===== src/rtl/enc_pkg.sv =====
// Shared definitions for the priority arbiter/encoder.
//   state_e    : arbiter FSM states (idle / grant held)
//   MODE_FIXED : fixed priority, highest set index wins
//   MODE_RR    : round-robin, descending search from a rotating pointer
package enc_pkg;

  typedef enum logic [0:0] {
    ST_IDLE  = 1'b0,
    ST_GRANT = 1'b1
  } state_e;

  localparam int unsigned MODE_FIXED = 0;
  localparam int unsigned MODE_RR    = 1;

endpackage


===== src/rtl/prio_scan.sv =====
// Combinational circular priority search.
// Searches req in descending order starting at start, wrapping from 0 to N-1:
// start, start-1, ..., 0, N-1, ..., start+1. The first set bit wins.
// Ports:
//   req   : request vector
//   start : first index examined (must be < N)
//   found : at least one request is set
//   idx   : index of the winning request (0 when none)
module prio_scan #(
  parameter int unsigned N  = 8,
  parameter int unsigned IW = $clog2(N)
) (
  input  logic [N-1:0]  req,
  input  logic [IW-1:0] start,
  output logic          found,
  output logic [IW-1:0] idx
);

  int          pos;
  logic [IW-1:0] pos_i;

  always_comb begin
    found = 1'b0;
    idx   = '0;
    pos   = 0;
    pos_i = '0;
    for (int j = 0; j < int'(N); j++) begin
      pos = int'(start) - j;
      if (pos < 0) begin
        pos = pos + int'(N);
      end
      pos_i = IW'(pos);
      if (!found && req[pos_i]) begin
        found = 1'b1;
        idx   = pos_i;
      end
    end
  end

endmodule


===== src/rtl/prio_arbiter_enc.sv =====
// Registered N-way priority encoder with grant/ack handshake.
// A winner is registered one cycle after requests appear and held until the
// consumer acks it or the granted requester withdraws. RR selects fixed
// priority (highest index wins) or round-robin (rotating descending search).
// Ports:
//   clk        : clock, rising edge
//   rst        : synchronous active-high reset
//   req        : request vector, bit i = requester i
//   ack        : consumer releases the current grant (ignored while idle)
//   valid      : a grant is held
//   gnt_idx    : binary index of the granted requester
//   gnt_onehot : one-hot grant, zero while not valid
module prio_arbiter_enc
  import enc_pkg::*;
#(
  parameter int unsigned N  = 8,
  parameter int unsigned RR = 0,
  parameter int unsigned IW = $clog2(N)
) (
  input  logic          clk,
  input  logic          rst,
  input  logic [N-1:0]  req,
  input  logic          ack,
  output logic          valid,
  output logic [IW-1:0] gnt_idx,
  output logic [N-1:0]  gnt_onehot
);

  localparam logic [IW-1:0] LastIdx = IW'(N - 1);

  state_e        state_q, state_d;
  logic [IW-1:0] ptr_q, ptr_d;
  logic [IW-1:0] idx_q, idx_d;
  logic          valid_q, valid_d;
  logic [N-1:0]  oh_q, oh_d;

  logic          take_ack;
  logic [IW-1:0] ack_ptr;
  logic [IW-1:0] scan_start;
  logic          scan_found;
  logic [IW-1:0] scan_idx;

  assign take_ack = (state_q == ST_GRANT) && ack;

  // Pointer after acking winner k is k-1, wrapping explicitly so that it
  // stays below N even when N is not a power of two.
  assign ack_ptr = (idx_q == '0) ? LastIdx : (idx_q - 1'b1);

  // On ack the next winner is searched from the already-updated pointer,
  // which keeps back-to-back grants bubble-free.
  always_comb begin
    scan_start = LastIdx;
    if (RR == MODE_RR) begin
      scan_start = take_ack ? ack_ptr : ptr_q;
    end
  end

  prio_scan #(
    .N  (N),
    .IW (IW)
  ) u_scan (
    .req   (req),
    .start (scan_start),
    .found (scan_found),
    .idx   (scan_idx)
  );

  always_comb begin
    state_d = state_q;
    ptr_d   = ptr_q;
    idx_d   = idx_q;
    valid_d = valid_q;

    unique case (state_q)
      ST_IDLE: begin
        if (scan_found) begin
          state_d = ST_GRANT;
          valid_d = 1'b1;
          idx_d   = scan_idx;
        end
      end
      ST_GRANT: begin
        if (ack) begin
          // Ack takes precedence over a simultaneous withdrawal.
          if (RR == MODE_RR) begin
            ptr_d = ack_ptr;
          end
          if (scan_found) begin
            idx_d = scan_idx;
          end else begin
            state_d = ST_IDLE;
            valid_d = 1'b0;
            idx_d   = '0;
          end
        end else if (!req[idx_q]) begin
          // Withdrawal leaves the pointer untouched.
          state_d = ST_IDLE;
          valid_d = 1'b0;
          idx_d   = '0;
        end
      end
      default: begin
        state_d = ST_IDLE;
        valid_d = 1'b0;
        idx_d   = '0;
      end
    endcase

    oh_d = valid_d ? (N'(1) << idx_d) : '0;
  end

  always_ff @(posedge clk) begin
    if (rst) begin
      state_q <= ST_IDLE;
      ptr_q   <= LastIdx;
      idx_q   <= '0;
      valid_q <= 1'b0;
      oh_q    <= '0;
    end else begin
      state_q <= state_d;
      ptr_q   <= ptr_d;
      idx_q   <= idx_d;
      valid_q <= valid_d;
      oh_q    <= oh_d;
    end
  end

  assign valid      = valid_q;
  assign gnt_idx    = idx_q;
  assign gnt_onehot = oh_q;

endmodule


===== config.mk =====
export PLATFORM = sky130hd
export DESIGN_NAME = prio_arbiter_enc
export DESIGN_NICKNAME = d
export VERILOG_FILES = /design/src/rtl/enc_pkg.sv /design/src/rtl/prio_scan.sv /design/src/rtl/prio_arbiter_enc.sv
export SDC_FILE = /design/constraint.sdc
export NUM_CORES = 1
export LEC_CHECK = 0
export BUFFER_PORTS_ARGS = -buffer_cell sky130_fd_sc_hd__buf_2
export CORE_AREA = 2 2 66 74
export DETAILED_ROUTE_END_ITERATION = 10
export DIE_AREA = 0 0 68 76
export GPL_TIMING_DRIVEN = 0
export HOLD_SLACK_MARGIN = 0.15
export PLACE_DENSITY = 0.59
export SETUP_SLACK_MARGIN = 0.3
export SYNTH_ARGS = -nofsm -noshare
export SYNTH_HDL_FRONTEND = slang
export SYNTH_HIERARCHICAL = 1
export SYNTH_SLANG_ARGS = --single-unit

===== constraint.sdc =====
create_clock -name clk -period 5.3 [get_ports clk]
set_input_delay 0.265 -clock clk [delete_from_list [all_inputs] [get_ports clk]]
set_output_delay 0.265 -clock clk [all_outputs]
set_load 0.05 [all_outputs]

# Yosys cells after proc, flatten, opt, wreduce, memory -nomap -nowiden
# Cells that the tools add are included.
# word_totals
in_bits	11
wordCells	55
output_inout_bits	12
regBits	13
# classes
n_mux	32
n_reduce_logical	15
bitwise_logic	2
order_cmp	1
shift	1
# ops
cell	n
two-way mux 3 bit	12
two-way mux 1 bit	16
left shift 1 x 3 -> 8 bit, first input constant	1
logical AND 1 bit	7
zero test 1 bit	7
case mux 3 bit (2 select lines)	1
< comparator 3 x 4 -> 1 bit, second input constant	1
case mux 1 bit (2 select lines)	2
binary-select mux 1 bit (select 3 bit)	1
NOT 1 bit	2
OR reduction 2 bit	1

# Depth between registers and ports, before layout
# Gate-level depths: netlist of the first run.
# logic_depth
ltp_word	27
ltp_mapped	17
ltp_nobuf	12

# By module
# Netlist of the first run, hierarchy kept.
# by_module_without_submodules
module	n_inst	cells_per_inst	area_per_inst_um2	seq_area_each_um2
prio_scan	1	115	1088.5	0.0
prio_arbiter_enc	1	68	634.4	260.2

# Worst setup path after synthesis of the first run
# OpenSTA, ideal clock, no wires.
# synth_path
path_type	input port to flip-flop
start	input req[5]
end	register oh_q[3] (netlist: gnt_onehot[3])
path_slack_ns	2.460
setup_time_ns	0.092
t_required_ns	5.208
t_arrival_ns	2.748
path_buffers	2
stages	12
path_cell_list	mux4_2 -> mux2_4 -> a2111oi_4 -> or2_1 -> buf_6 -> nand3_2 -> or2_1 -> clkbuf_1 -> nand2b_1 -> a32oi_1 -> a31o_2 -> nor4_1
# synth_between
elab_chain_len	22
elab_cells_between_ends	38
cone_classes	shift (1); mux (24); bitwise (1); reduce/logical (12)
# synth_rtl
element	line_no	rtl
start, declared	prio_arbiter_enc.sv:22	input logic [N-1:0] req,
logical AND 1 bit (*)	prio_scan.sv:33	if (!found && req[pos_i]) begin
two-way mux 1 bit (*)	prio_scan.sv:33	
zero test 1 bit	prio_scan.sv:33	
logical AND 1 bit	prio_scan.sv:33	
two-way mux 1 bit (*)	prio_scan.sv:33	
zero test 1 bit	prio_scan.sv:33	
logical AND 1 bit	prio_scan.sv:33	
two-way mux 1 bit (*)	prio_scan.sv:33	
(+7 left out)	n/a	
logical AND 1 bit	prio_scan.sv:33	
two-way mux 1 bit (*)	prio_scan.sv:33	
net scan_found	prio_arbiter_enc.sv:40	logic scan_found;
two-way mux 1 bit	prio_arbiter_enc.sv:88	if (scan_found) begin
two-way mux 1 bit	prio_arbiter_enc.sv:83	if (ack) begin
case mux 1 bit (2 select lines)	prio_arbiter_enc.sv:74	unique case (state_q)
NOT 1 bit (no source line)	n/a	
OR reduction 2 bit (no source line)	n/a	
end signal, assigned	prio_arbiter_enc.sv:124	oh_q <= oh_d;
end, declared	prio_arbiter_enc.sv:35	logic [N-1:0] oh_q, oh_d;
# The timed path passes the listed nets; every way through them passes the cells marked *. The select of a mux whose other input is x is not followed.
# A chain may end at the register's enable or synchronous reset.

# Worst setup path in the final report of the first run
# layout_path
start	input req[5]
end	register oh_q[1] (netlist: gnt_onehot[1])
# The elaborated chain is that of the path after synthesis.

==> results.toml, run 1 <==
[run]
maxCapViolations = 0

[final_layout]
nets = 226
area_growth_pct = 13.7
drive_gt1_frac = 0.302
regArea_um2 = 260
nFillCells = 442
num_antenna_cells = 0
final_area_um2 = 1960
fin_util = 0.436
multi_input_area_um2 = 1350

[detailed_routing]
vias = 1631
dr.pass1.iters = 4
totalWireLength_um = 4310
post_drt_wl_per_cell_um = 16.1
avgViaCountPerCell = 6.09
antenna_left = 0
first_iter_violations = 112
drc = 0

[cts]
ctsResizeCount = 0
root_buffer = "clkbuf_8"
insertion_delay_ns = 0.24
clkTransAtPathRegs_ns = 0.05
post_cts.repair.setup_buffers = 0
numCtsBuffers = 3
postCtsHoldBufs = 0
clockBufferDepth = 2
clock_sinks = 13
htree_levels = 1
tritoncts = "yes"

[placement]
placed_cell_area_um2 = 1910
place_hpwl_um = 3320
port_buffers = 21
routabilityCongestion = 0.851
post-place-ws_ns = 1.94

[hold_path]
hp-class = "input pin to flop"
hold_depth = 2

[die]
initial_core_util = 0.384
die_area_um2 = 5170
die_h_um = 76
die_w_um = 68
fp-row-count = 26
io_pins = 23
core_um2 = 4490

[critical_path]
cp.required_ns = 5.44
setup.worst_path.end_class = "flop"
cp_data_arrival_time_ns = 3.27
r2r_cells = 5
cp-start-kind = "input pin"
path_class = "input pin to flop"
cp_max_fo = 9

[sta]
slew_violations = 0
tightestPinTransition_ns = 0.565
relSlewSlack = 0.613
timing.hold.ws_ns = 0.275
rsz0062_at_grt = "no"
skew_ns = 0.00573
final.setup.worst_slack_ns = 2.17
fin_crit_sh = 0.590
period_needed_ns = 3.13
totalNegativeSetupSlack_ns = 0
hold_viol = 0
setup_viol = 0
fmax_mhz = 320

[yosys]
synth_seq_area_share = 0.151
synth_area_um2 = 1720
synth_top_area_cell = "mux4_2"
async_reset_ff_frac = 0
yosys.cell_count.top_type = "mux2i_1"
yosysWarnings = 6
synth-edff-count = 0
synth.avg_cell_area_um2 = 9.41
yosysTopAreaCellShare = 0.170
yosys-top-cells-count = "mux2i_1, dfxtp_1, mux4_2"
ys_top_cells_by_area = "mux4_2, dfxtp_1, mux2i_1"
synthCells = 183
ys_types = 65
ys_ff_latch = 13
synthFlopType = "dfxtp_1"

[global_routing]
antenna_found_initial = 0
grt_pass1_wl_um = 7430
overflow = 0
grt_max_degree = 11
grt_pass1_vias = 1582
grt.total_usage = 0.178

[power]
vdd_drop_max_mv = 0.210
leakage_nw = 0.795
pwr_density_cell_nw_per_um2 = 222

[status]
status = "finished clean"
registers in the layout, indices dropped and copies added, names as in the netlist:
signal,cells
gnt_onehot,8
valid,1
gnt_idx,3
state_q,1
logic make-up after synthesis:
group / synth area share
compound gates: 0.267
simple gates: 0.162
mux: 0.321
buf+inv: 0.0719
flops: 0.151
fa+ha+maj: 0.0145
xor+xnor: 0.0102
other cells: 0.00218
worst max-delay path: stages:
cell       delay [ns]
buf_2            0.16
mux4_2           0.49
mux2_4           0.33
a2111oi_4        0.36
or2_1            0.17
buf_6            0.12
nand3_2          0.06
or2_1            0.25
clkbuf_1         0.21
nand2b_1         0.19
a32oi_1          0.09
a31o_2           0.29
nor4_1           0.28
per-layer routing:
layer	global-route usage	vias to the layer above	wire (um)
met5	0	-	0
met1	0.238	794	1960
li1	-	790	-
met2	0.311	41	2190
met4	0.0260	0	36
met3	0.0162	6	119
final cells by class:
cell class                 count  area share
buffer                        12      0.0441
clock buffer                   4      0.0230
inverter                      10      0.0192
multi-input combinational    152       0.691
sequential                    13       0.133
tap                           56      0.0358
timing repair buffer          21      0.0537
where the power goes:
part	leakage, nW	internal [mW]	switching, mW
Combinational	0.666	0.0943	0.143
Clock	0.0228	0.0529	0.0320
Sequential	0.107	0.107	0.00691
final timing paths:
check,startpoint,to,slack (ns)
max,req[5],gnt_onehot[1],2.17
min,rst,gnt_idx[2],0.28
max reg2reg,gnt_idx[0],gnt_onehot[2],3.31
min reg2reg,state_q,state_q,0.58
stage by stage:
| step | total power [mW] | cells |
|---|---|---|
| global placement | 0.344 | 264 |
| global route | 0.465 | 268 |
| floorplan | 0.300 | 187 |
| finish | 0.436 | 268 |
| CTS | 0.430 | 268 |
| detailed placement | 0.344 | 264 |
cells in the final DEF (no fill, tap or decap), drive strengths merged, types with 4 or more instances in the layout:
cell type  synthesis  routed
o211ai             6       6
conb               1       5
buf               11      32
mux2               8       8
o21ai              4       4
mux4              13      13
and2               4       4
clkbuf             1       5
nand2             11      11
nor4               4       4
nand2b             4       4
nor3               5       5
nor2               5       5
dfxtp             13      13
a21oi              9       9
mux2i             15      15
inv                9       9
No activity file was read; power rests on OpenSTA's default activity.
==> run 2, diff against run 1 <==
- ABC_AREA: unset -> 1
- CORE_AREA: 2 2 66 74 -> 2 2 61 69
- DIE_AREA: 0 0 68 76 -> 0 0 63 71
- PLACE_DENSITY: 0.59 -> 0.62
- clock period: 5.3 -> 2.55 ns (I/O delays scaled with it)
==> run 2 against run 1 <==
- worst hold slack gained 0.093 ns
- critical path depth is 4 higher
- total power up 98%
- via count fell by 7.3%
- flip-flop and latch count unchanged
- synthesized cell count grew 24%
- final area down 12%
- core utilization increased by 1.4 points
- combinational power increased by 89%
- global-route usage shrank 0.61 points
==> results.toml, run 2 <==
[critical_path]
cp_max_fo = 10
path_class = "input pin to flop"
cp_common_cell = "nand2_1"
path_cells = "buf_2 > nand2_1 > nand3_1 > nand3_1 > nand2_1 > inv_2 > nand4_4 > nor2_4 > nand3b_1 > buf_2 > nand2_1 > o21ai_0 > nor2_1 > inv_1 > nand2_1 > nand4_1 > nor2_1"
cp.required_ns = 2.72
cp-start-kind = "input pin"
setup.worst_path.end_class = "flop"
max_stage_delay_ns = 0.19
crit_slowest_cell = "nand4_1"
crit_family = "simple AND/OR/NAND/NOR gates"
cp_data_arrival_time_ns = 2.15
crit_buf_inv = 4

[placement]
place_hpwl_um = 2960
routabilityCongestion = 0.850
placed_cell_area_um2 = 1660
dp.cells = 305
post-place-ws_ns = 0.338
port_buffers = 22

[final_layout]
final_area_um2 = 1720
fin_util = 0.450
largest_reg_flops = 8
area_growth_pct = 16.7
drive_gt1_frac = 0.298
final_common_cell = "nand2_1"
final_cell_mix = "nand2_1, nand3_1, nor2_1"
nets = 272
instances_no_fill = 310
num_antenna_cells = 0

[power]
comb_power_share = 0.518
pwr_density_cell_nw_per_um2 = 502
swShare = 0.454
intPower_mw = 0.471
clkPwrFrac = 0.209
seqPwrFrac = 0.273
vdd_drop_max_mv = 0.375
leakage_nw = 0.920
power_switching_mw = 0.392

[yosys]
synth-simple-area-share = 0.596
ys_top_cells_by_area = "dfxtp_1, nand2_1, nand3_2"
synth_compound_gate_area_share = 0.0688
synth.avg_cell_area_um2 = 6.49
synth_top_area_cell = "dfxtp_1"
synth_top_family_by_area = "simple AND/OR/NAND/NOR gates"
synth-adder-area-share = 0.0170
synth-xor-area-share = 0.0229
async_reset_ff_frac = 0
yosys.cell_count.top_type = "nand2_1"
synth_mux_area_frac = 0
synthCells = 227
ys_ff_latch = 13
yosysTopAreaCellShare = 0.177
yosys-top-cells-count = "nand2_1, nand3_1, nor2_1"
synth-edff-count = 0
ys_types = 28
yosysWarnings = 6
synth_area_um2 = 1470
synthFlopType = "dfxtp_1"
synth_seq_area_share = 0.177

[sta]
period_needed_ns = 1.98
hold_viol = 0
setup_viol = 0
fin_crit_sh = 0.775
rsz0062_at_grt = "no"
skew_ns = 0.00460
totalNegativeSetupSlack_ns = 0
fmax_mhz = 506
final.setup.worst_slack_ns = 0.573
slew_violations = 0

[global_routing]
grt_max_degree = 11
overflow = 0
grt_pass1_vias = 1495
grt.total_usage = 0.172
grt_pass1_wl_um = 6220
antenna_found_initial = 0

[run]
maxCapViolations = 0

[cts]
htree_levels = 1
post_cts.repair.setup_buffers = 0
tritoncts = "yes"
clock_sinks = 13
clkTransAtPathRegs_ns = 0.05
numCtsBuffers = 3
clockBufferDepth = 2
root_buffer = "clkbuf_8"
insertion_delay_ns = 0.24

[hold_path]
hp-class = "input pin to flop"

[die]
initial_core_util = 0.386
core_um2 = 3810
die_h_um = 71
fp-row-count = 24
die_area_um2 = 4470
io_pins = 23
die_w_um = 63

[detailed_routing]
dr.pass1.iters = 4
first_iter_violations = 49
drc = 0
avgViaCountPerCell = 4.88
totalWireLength_um = 3470
vias = 1512
post_drt_wl_per_cell_um = 11.2
antenna_left = 0

[status]
status = "finished clean"
==> run 2: cell types whose count changed after synthesis, moves of 6 or more <==
cell,delta
a21oi_1,-6
inv_1,+14
mux2i_1,-14
mux4_2,-13
nand2_1,+49
nand2_2,+6
nand2_4,+7
nand3_1,+25
nand3_2,+17
nand4_1,+7
nor2_1,+22
o211ai_1,-6
==> run 2: cells by family (layout without fill, tap and decap cells) <==
group	after synthesis	count (layout)
and+or+nand+nor	158	158
other	1	5
xor gates and xnor gates	3	3
DFF	13	13
buffers and inverters	33	60
adders and majority gates	2	2
AOI/OAI and AO/OA	17	17
==> run 2: path summary, 6_finish.rpt <==
path	from	to	slack, ns	cells after the start
setup reg to reg	gnt_idx[0]	gnt_onehot[1]	1.17	8
hold / removal	ack	gnt_idx[2]	0.37	5
hold reg to reg	valid	valid	0.50	2
setup / recovery	req[3]	gnt_onehot[1]	0.57	17
==> run 2: per-layer routing <==
metal,track usage,share of wire,vias to the layer above
met5,0,0,-
met4,0.0790,0.020,0
met2,0.320,0.51,25
li1,-,-,792
met3,0.0143,0.023,7
met1,0.197,0.45,688
==> run 2: worst register-to-register path, stage by stage (launching register included) <==
cell,delay (ns)
dfxtp_1,0.46
inv_2,0.10
nand2_1,0.07
nand3_1,0.09
nand3_2,0.12
nand2_1,0.06
nand2_1,0.08
nand4_1,0.19
nor2_1,0.15
==> run 2: metrics by stage <==
step	power, mW	hold WS (ns)
final	0.862	0.369
after global routing	0.932	0.458
after CTS	0.854	0.373
after detailed placement	0.672	0.353
after global placement	0.668	0.355
after floorplan	0.592	0.200
==> run 2: final cells by class <==
class	count	area, um2
buffer	6	66.3
sequential	13	260
timing repair buffer	23	120
clock buffer	4	45.0
inverter	27	104
fill	420	2100
tap	52	65.1
multi-input combinational	185	1060
==> run 2: power groups by stage <==
stage          clock network [mW]  logic (mW)  registers, mW
6_report                    0.180       0.447          0.236
3_3_place_gp                    0       0.429          0.240
4_1_cts                     0.185       0.434          0.236
5_1_grt                     0.196       0.498          0.238
3_5_place_dp                    0       0.432          0.240
2_1_floorplan                   0       0.296          0.297
==> run 2: timing repair <==
| item | CTS | global route |
|---|---|---|
| resized for setup | 0 | 0 |
| hold buffers | 1 | 0 |
| hold endpoints to repair | 3 | 0 |
